## src/rtl/mem_arb_pkg.sv

```systemverilog
// Shared types and default widths for the two-port memory arbiter.
package mem_arb_pkg;

  localparam int unsigned DEFAULT_AWIDTH = 32;
  localparam int unsigned DEFAULT_DWIDTH = 32;

  typedef enum logic [1:0] {
    SRC_NONE = 2'd0,
    SRC_I    = 2'd1,
    SRC_D    = 2'd2
  } arb_src_e;

endpackage

```

## src/rtl/mem_arb_pick.sv

```systemverilog
// Winner selection between the fetch and data ports; prio_d picks the
// contention winner, single requesters always win.
module mem_arb_pick
  import mem_arb_pkg::*;
(
  input  logic     i_req,
  input  logic     d_req,
  input  logic     prio_d,
  output arb_src_e win
);

  always_comb begin
    win = SRC_NONE;
    if (i_req && d_req) begin
      win = prio_d ? SRC_D : SRC_I;
    end else if (i_req) begin
      win = SRC_I;
    end else if (d_req) begin
      win = SRC_D;
    end
  end

endmodule

```

## src/rtl/mem_arbiter.sv

```systemverilog
// Two-port (fetch/data) single-memory arbiter with same-cycle grants.
// Define MEM_ARB_ROUND_ROBIN_EN for alternating contention; default is data-port priority.
module mem_arbiter
  import mem_arb_pkg::*;
#(
  parameter int unsigned AWIDTH = DEFAULT_AWIDTH,
  parameter int unsigned DWIDTH = DEFAULT_DWIDTH
) (
  input  logic              clk,
  input  logic              rst,
  input  logic              i_req_i,
  input  logic [AWIDTH-1:0] i_addr_i,
  output logic              i_gnt_o,
  output logic              i_rvalid_o,
  output logic [DWIDTH-1:0] i_rdata_o,
  input  logic              d_req_i,
  input  logic              d_we_i,
  input  logic [AWIDTH-1:0] d_addr_i,
  input  logic [DWIDTH-1:0] d_wdata_i,
  output logic              d_gnt_o,
  output logic              d_rvalid_o,
  output logic [DWIDTH-1:0] d_rdata_o,
  output logic [AWIDTH-1:0] mem_addr_o,
  output logic [DWIDTH-1:0] mem_data_o,
  output logic              mem_read_en_o,
  output logic              mem_write_en_o,
  input  logic [DWIDTH-1:0] mem_data_i
);

  arb_src_e win_c;
  arb_src_e gnt_src;
  arb_src_e tag_q;
  logic     prio_d;

  mem_arb_pick u_pick (
    .i_req  (i_req_i),
    .d_req  (d_req_i),
    .prio_d (prio_d),
    .win    (win_c)
  );

  // Reset must silence grants immediately, not just at the next edge.
  assign gnt_src = rst ? SRC_NONE : win_c;

`ifdef MEM_ARB_ROUND_ROBIN_EN
  logic prio_d_q;

  // Flips to the loser of every contended grant; fetch wins first after reset.
  always_ff @(posedge clk or posedge rst) begin
    if (rst) begin
      prio_d_q <= 1'b0;
    end else if (i_req_i && d_req_i) begin
      prio_d_q <= (gnt_src == SRC_I);
    end
  end

  assign prio_d = prio_d_q;
`else
  assign prio_d = 1'b1;
`endif

  always_comb begin
    i_gnt_o        = 1'b0;
    d_gnt_o        = 1'b0;
    mem_addr_o     = '0;
    mem_data_o     = '0;
    mem_read_en_o  = 1'b0;
    mem_write_en_o = 1'b0;
    unique case (gnt_src)
      SRC_I: begin
        i_gnt_o       = 1'b1;
        mem_addr_o    = i_addr_i;
        mem_read_en_o = 1'b1;
      end
      SRC_D: begin
        d_gnt_o    = 1'b1;
        mem_addr_o = d_addr_i;
        if (d_we_i) begin
          mem_write_en_o = 1'b1;
          mem_data_o     = d_wdata_i;
        end else begin
          mem_read_en_o = 1'b1;
        end
      end
      default: ;
    endcase
  end

  // Response tag: which port owns the read data arriving next cycle.
  always_ff @(posedge clk or posedge rst) begin
    if (rst) begin
      tag_q <= SRC_NONE;
    end else if (gnt_src == SRC_D && d_we_i) begin
      tag_q <= SRC_NONE;
    end else begin
      tag_q <= gnt_src;
    end
  end

  assign i_rvalid_o = (tag_q == SRC_I);
  assign d_rvalid_o = (tag_q == SRC_D);
  assign i_rdata_o  = i_rvalid_o ? mem_data_i : '0;
  assign d_rdata_o  = d_rvalid_o ? mem_data_i : '0;

endmodule

```

## config.mk

```make
export PLATFORM = sky130hd
export DESIGN_NAME = mem_arbiter
export DESIGN_NICKNAME = d
export VERILOG_FILES = /design/src/rtl/mem_arb_pkg.sv /design/src/rtl/mem_arb_pick.sv /design/src/rtl/mem_arbiter.sv
export SDC_FILE = /design/constraint.sdc
export NUM_CORES = 1
export LEC_CHECK = 0
export CAP_MARGIN = 20
export CORE_AREA = 2 2 103 105
export DETAILED_ROUTE_END_ITERATION = 16
export DIE_AREA = 0 0 105 107
export GPL_TIMING_DRIVEN = 0
export REMOVE_ABC_BUFFERS = 1
export SETUP_SLACK_MARGIN = 0.15
export SKIP_LAST_GASP = 1
export SYNTH_ARGS = -nofsm -noshare
export SYNTH_HDL_FRONTEND = slang
export SYNTH_SLANG_ARGS = --single-unit
```

## constraint.sdc

```tcl
create_clock -name clk -period 3.56 [get_ports clk]
set_input_delay 0.712 -clock clk [delete_from_list [all_inputs] [get_ports clk]]
set_output_delay 0.712 -clock clk [all_outputs]
set_load 0.05 [all_outputs]
```

==> summary.md <==
Summed over all layers, the routed wires come to 8.35 mm. Once layout is complete, the utilization of the core stands at 38.9%. Data on the critical path arrives at its endpoint at 2.72 ns.

Fill cells in the final layout number 1081. The final-layout setup total negative slack was 0 ns. The worst setup path is of the input port to output pin kind.

The slowest stage of the critical path is the sky130_fd_sc_hd__dlygate4sd2_1 cell. Buffers inserted to repair hold after CTS numbered 0. Timing would allow up to 291 MHz. The count of pins on the block boundary was 267. The tools report the cell total after placement as 582. The portion of synthesized area spent on multiplexers is 0%. The final number of setup-violating endpoints is 0, and the average size of a mapped cell is 6.46 sq um. The detail route stage leaves a number of antenna-violating nets equal to 0. In the routed layout, each cell is associated on average with a via count of 4.04.

The total number of H-tree levels is 1, and the sequential share of power is 4.0%. At the pin with the least slew margin, the transition time is 0.892 ns. After synthesis, the largest family of logic cells by area is simple AND/OR/NAND/NOR gates.

TritonCTS built the clock tree. The worst setup path is launched from an input port. The delay of the slowest cell on the worst path came out at 0.55 ns. The longest clock path from root to sink contains 2 buffers.

After detailed routing, the average wire length per cell comes to 14.2 um. The critical path goes through clkdlybuf4s50_1, nand2b_1, inv_1, ha_4, buf_6, and3_1, dlygate4sd2_1. By area the synthesized netlist is led by sky130_fd_sc_hd__and2_1, sky130_fd_sc_hd__a22oi_1, sky130_fd_sc_hd__and3_1, sky130_fd_sc_hd__nor2_1, sky130_fd_sc_hd__buf_2. The number of global-route vias before repair is 2374, and the number of distinct standard cells referenced by the synthesized netlist is 20.

The power density over the cells works out to 156 mW/mm^2. Summing the sequential cell areas from Yosys gives 3.84% of the chip area. The violation count after the first detailed-routing iteration is 77. The buffer type at the clock tree root was sky130_fd_sc_hd__clkbuf_8. The final cell count without fillers is 586. For the sink count of the clock tree, the log shows 2.

Of the total synthesized cell area, the portion taken by full adders, half adders and majority gates is 2.88%. Summing the areas of all xor and xnor instances in the mapped netlist gives 0% of the synthesized area. In the final design database the tool counted 588 nets. Setup repair after global routing could not meet its margin everywhere. The flow ran to the end, and the final reports show no timing, DRC or antenna violations. After synthesis, the largest area contributor takes up 29.7% of total cell area.

Final hold analysis gives a worst-case slack of 0.729 ns. The max-slew violation count is 0, and the flip-flop count of the largest register, all copies and words added is 2. The initial antenna violation count is 1, and the shortest clock period the worst path allows after layout is 3.44 ns. Kind of end point of the critical path: an output pin. In this run the horizontal extent of the chip is 105 um. Net switching is 47.2% of the power.

Across the whole layout, storage elements account for 50.0 sq um. In this run the worst path has a maximum fanout of 17. The global placer's final weighted congestion came out at 0.818. The port buffer count came out at 266. The number of remaining DRC errors was 0; the fraction of the cycle the final worst path needs was 96.5%.

Clock-pin slew was measured on the worst setup and hold paths at 0.03 ns. Summing the areas of all compound-gate instances in the mapped netlist gives 18.8% of the synthesized area. The tools report the worst vdd rail ir drop as 0.0000760 V. The first global-routing pass estimated 12.0 mm of wire. The area growth from synthesis to final layout is 201%, and the antenna cell count is 0. The global router's overall resource usage was 13.1%; the number of synthesized register bits was 2.

The largest registers in the layout are tag_q (2). The logs give 2369 for the total via count in the routed design and 15.1% for the power share of the clock group. The count of standard-cell rows is 37. The logs give 2.85 ns for the data required time of the critical path and 0 for the sum of overflow across all layers after global routing.

The headroom to the max-slew limit was 40.5%; the cell area after technology mapping was 0.00131 sq mm. The number of warnings reported in the yosys synthesis log is 0, and the proportion of power drawn by combinational gates is 80.9%. The first detailed-routing pass took 3 iterations. For the net switching component of the power, the log shows 0.000290 W. Summed over all cells, the static leakage comes to 1.79 nW.

The fraction of the mapped netlist area in simple logic gates came out at 60.4%. The die boundary height was 107 um; the area of the core was 0.0101 sq mm. Summing all multi-input logic gate instances after layout gives 0.00110 sq mm. Counting every instance in the synthesized netlist gives 202. The sum of net half-perimeters after detailed placement is 7.09 mm, and the number of hold-slack violations in the final timing report is 0. Counting flops per register, the top entry is tag_q. The total clock buffers created by CTS came out at 3.

Cells with a size suffix above 1 make up 11.8% of the layout. The effective utilization at floorplan was 12.9%; the maximum number of pins on one net before global-route repair was 35. The internal power of the cells totals 0.000324 W. The floorplan step defined a die boundary enclosing 0.0112 sq mm. The top cell type by total area after synthesis is sky130_fd_sc_hd__and2_1. The min-delay analysis places its worst path in the category input port to async pin.

The tool flagged a number of max-cap violations equal to 0.
==> cell usage in the layout, fill, tap and decap left out, drive strengths merged <==
master,netlist,layout
a22oi,32,32
buf,22,33
and2,65,65
nor2,34,34
ha,3,3
and3,32,32
and2b,1,1
dlygate4sd2,0,32
a21oi,1,1
clkdlybuf4s15,0,4
inv,4,4
dfrtp,2,2
clkdlybuf4s18,0,1
clkdlybuf4s50,0,197
nand2b,2,2
or3b,1,1
clkbuf,2,5
nor2b,1,1
==> worst max-delay path: cells and delay by family <==
| kind | cells | cell delay, ns |
|---|---|---|
| buf+inv | 4 | 1.34 |
| simple gates | 2 | 0.39 |
| fa+ha+maj | 1 | 0.27 |
==> cells by family (layout without fill, tap and decap cells) <==
family / Yosys count / count (layout)
adders and majority gates: 3 / 3
AOI/OAI and AO/OA: 33 / 33
and+or+nand+nor: 136 / 136
DFF: 2 / 2
buffers and inverters: 28 / 276
==> path summary, 6_finish.rpt <==
kind                          from              to  slack (ns)  cells past startpoint
max in group asynchronous      rst        tag_q[1]        2.72                      2
worst max-delay path           rst  mem_data_o[19]        0.12                      7
min in group clk           d_req_i        tag_q[1]        1.24                      3
worst min-delay path           rst        tag_q[0]        0.73                      2
==> Yosys cell counts <==
library cell	count
sky130_fd_sc_hd__nor2_1	33
sky130_fd_sc_hd__a22oi_1	32
sky130_fd_sc_hd__nor2_2	1
sky130_fd_sc_hd__inv_2	1
sky130_fd_sc_hd__inv_1	3
sky130_fd_sc_hd__and3_1	32
sky130_fd_sc_hd__and2_1	62
sky130_fd_sc_hd__a21oi_1	1
sky130_fd_sc_hd__clkbuf_1	2
sky130_fd_sc_hd__and2b_4	1
sky130_fd_sc_hd__nor2b_4	1
sky130_fd_sc_hd__ha_1	3
sky130_fd_sc_hd__buf_2	12
sky130_fd_sc_hd__dfrtp_1	2
sky130_fd_sc_hd__buf_6	5
sky130_fd_sc_hd__or3b_4	1
sky130_fd_sc_hd__and2_2	3
sky130_fd_sc_hd__buf_8	1
sky130_fd_sc_hd__nand2b_1	2
sky130_fd_sc_hd__buf_4	4
==> per-stage QoR <==
stage	setup slack (ns)	total power, W	cell area, sq um
after CTS	-0.0433	0.000617	3940
after detailed placement	-0.631	0.000534	4010
after global placement	-1.44	0.000525	3970
final	0.124	0.000614	3930
after floorplan	-0.348	0.000266	1140
after global routing	0.0406	0.000646	3930
==> power by group through the flow <==
stage          combinational, W  clock [W]  sequential, W
2_1_floorplan          0.000241          0      0.0000249
3_3_place_gp           0.000500          0      0.0000250
3_5_place_dp           0.000509          0      0.0000250
4_1_cts                0.000497  0.0000949      0.0000248
5_1_grt                0.000524  0.0000978      0.0000250
6_report               0.000497  0.0000929      0.0000248
==> timing repair <==
item,4_1_cts,5_1_grt
pin swaps,0,1
setup endpoints to repair,68,44
hold endpoints to repair,0,0
setup buffers,0,1
resized for setup,205,18
==> layout make-up <==
| class | instances | area share, % |
|---|---|---|
| repair buffers | 269 | 65.0 |
| multi-input cells | 172 | 27.9 |
| well taps | 136 | 4.33 |
| flip-flops and latches | 2 | 1.27 |
| clock buffers | 3 | 1.05 |
| inverters | 4 | 0.382 |
==> routing by layer <==
| layer | vias up | wire length, um | GRT usage [%] |
|---|---|---|---|
| li1 | 1176 | - | - |
| met1 | 1023 | 3050 | 14.1 |
| met5 | - | 13 | 0 |
| met2 | 160 | 4320 | 25.3 |
| met3 | 8 | 893 | 4.13 |
| met4 | 2 | 78 | 2.00 |
(Power assumes the default switching activity.)
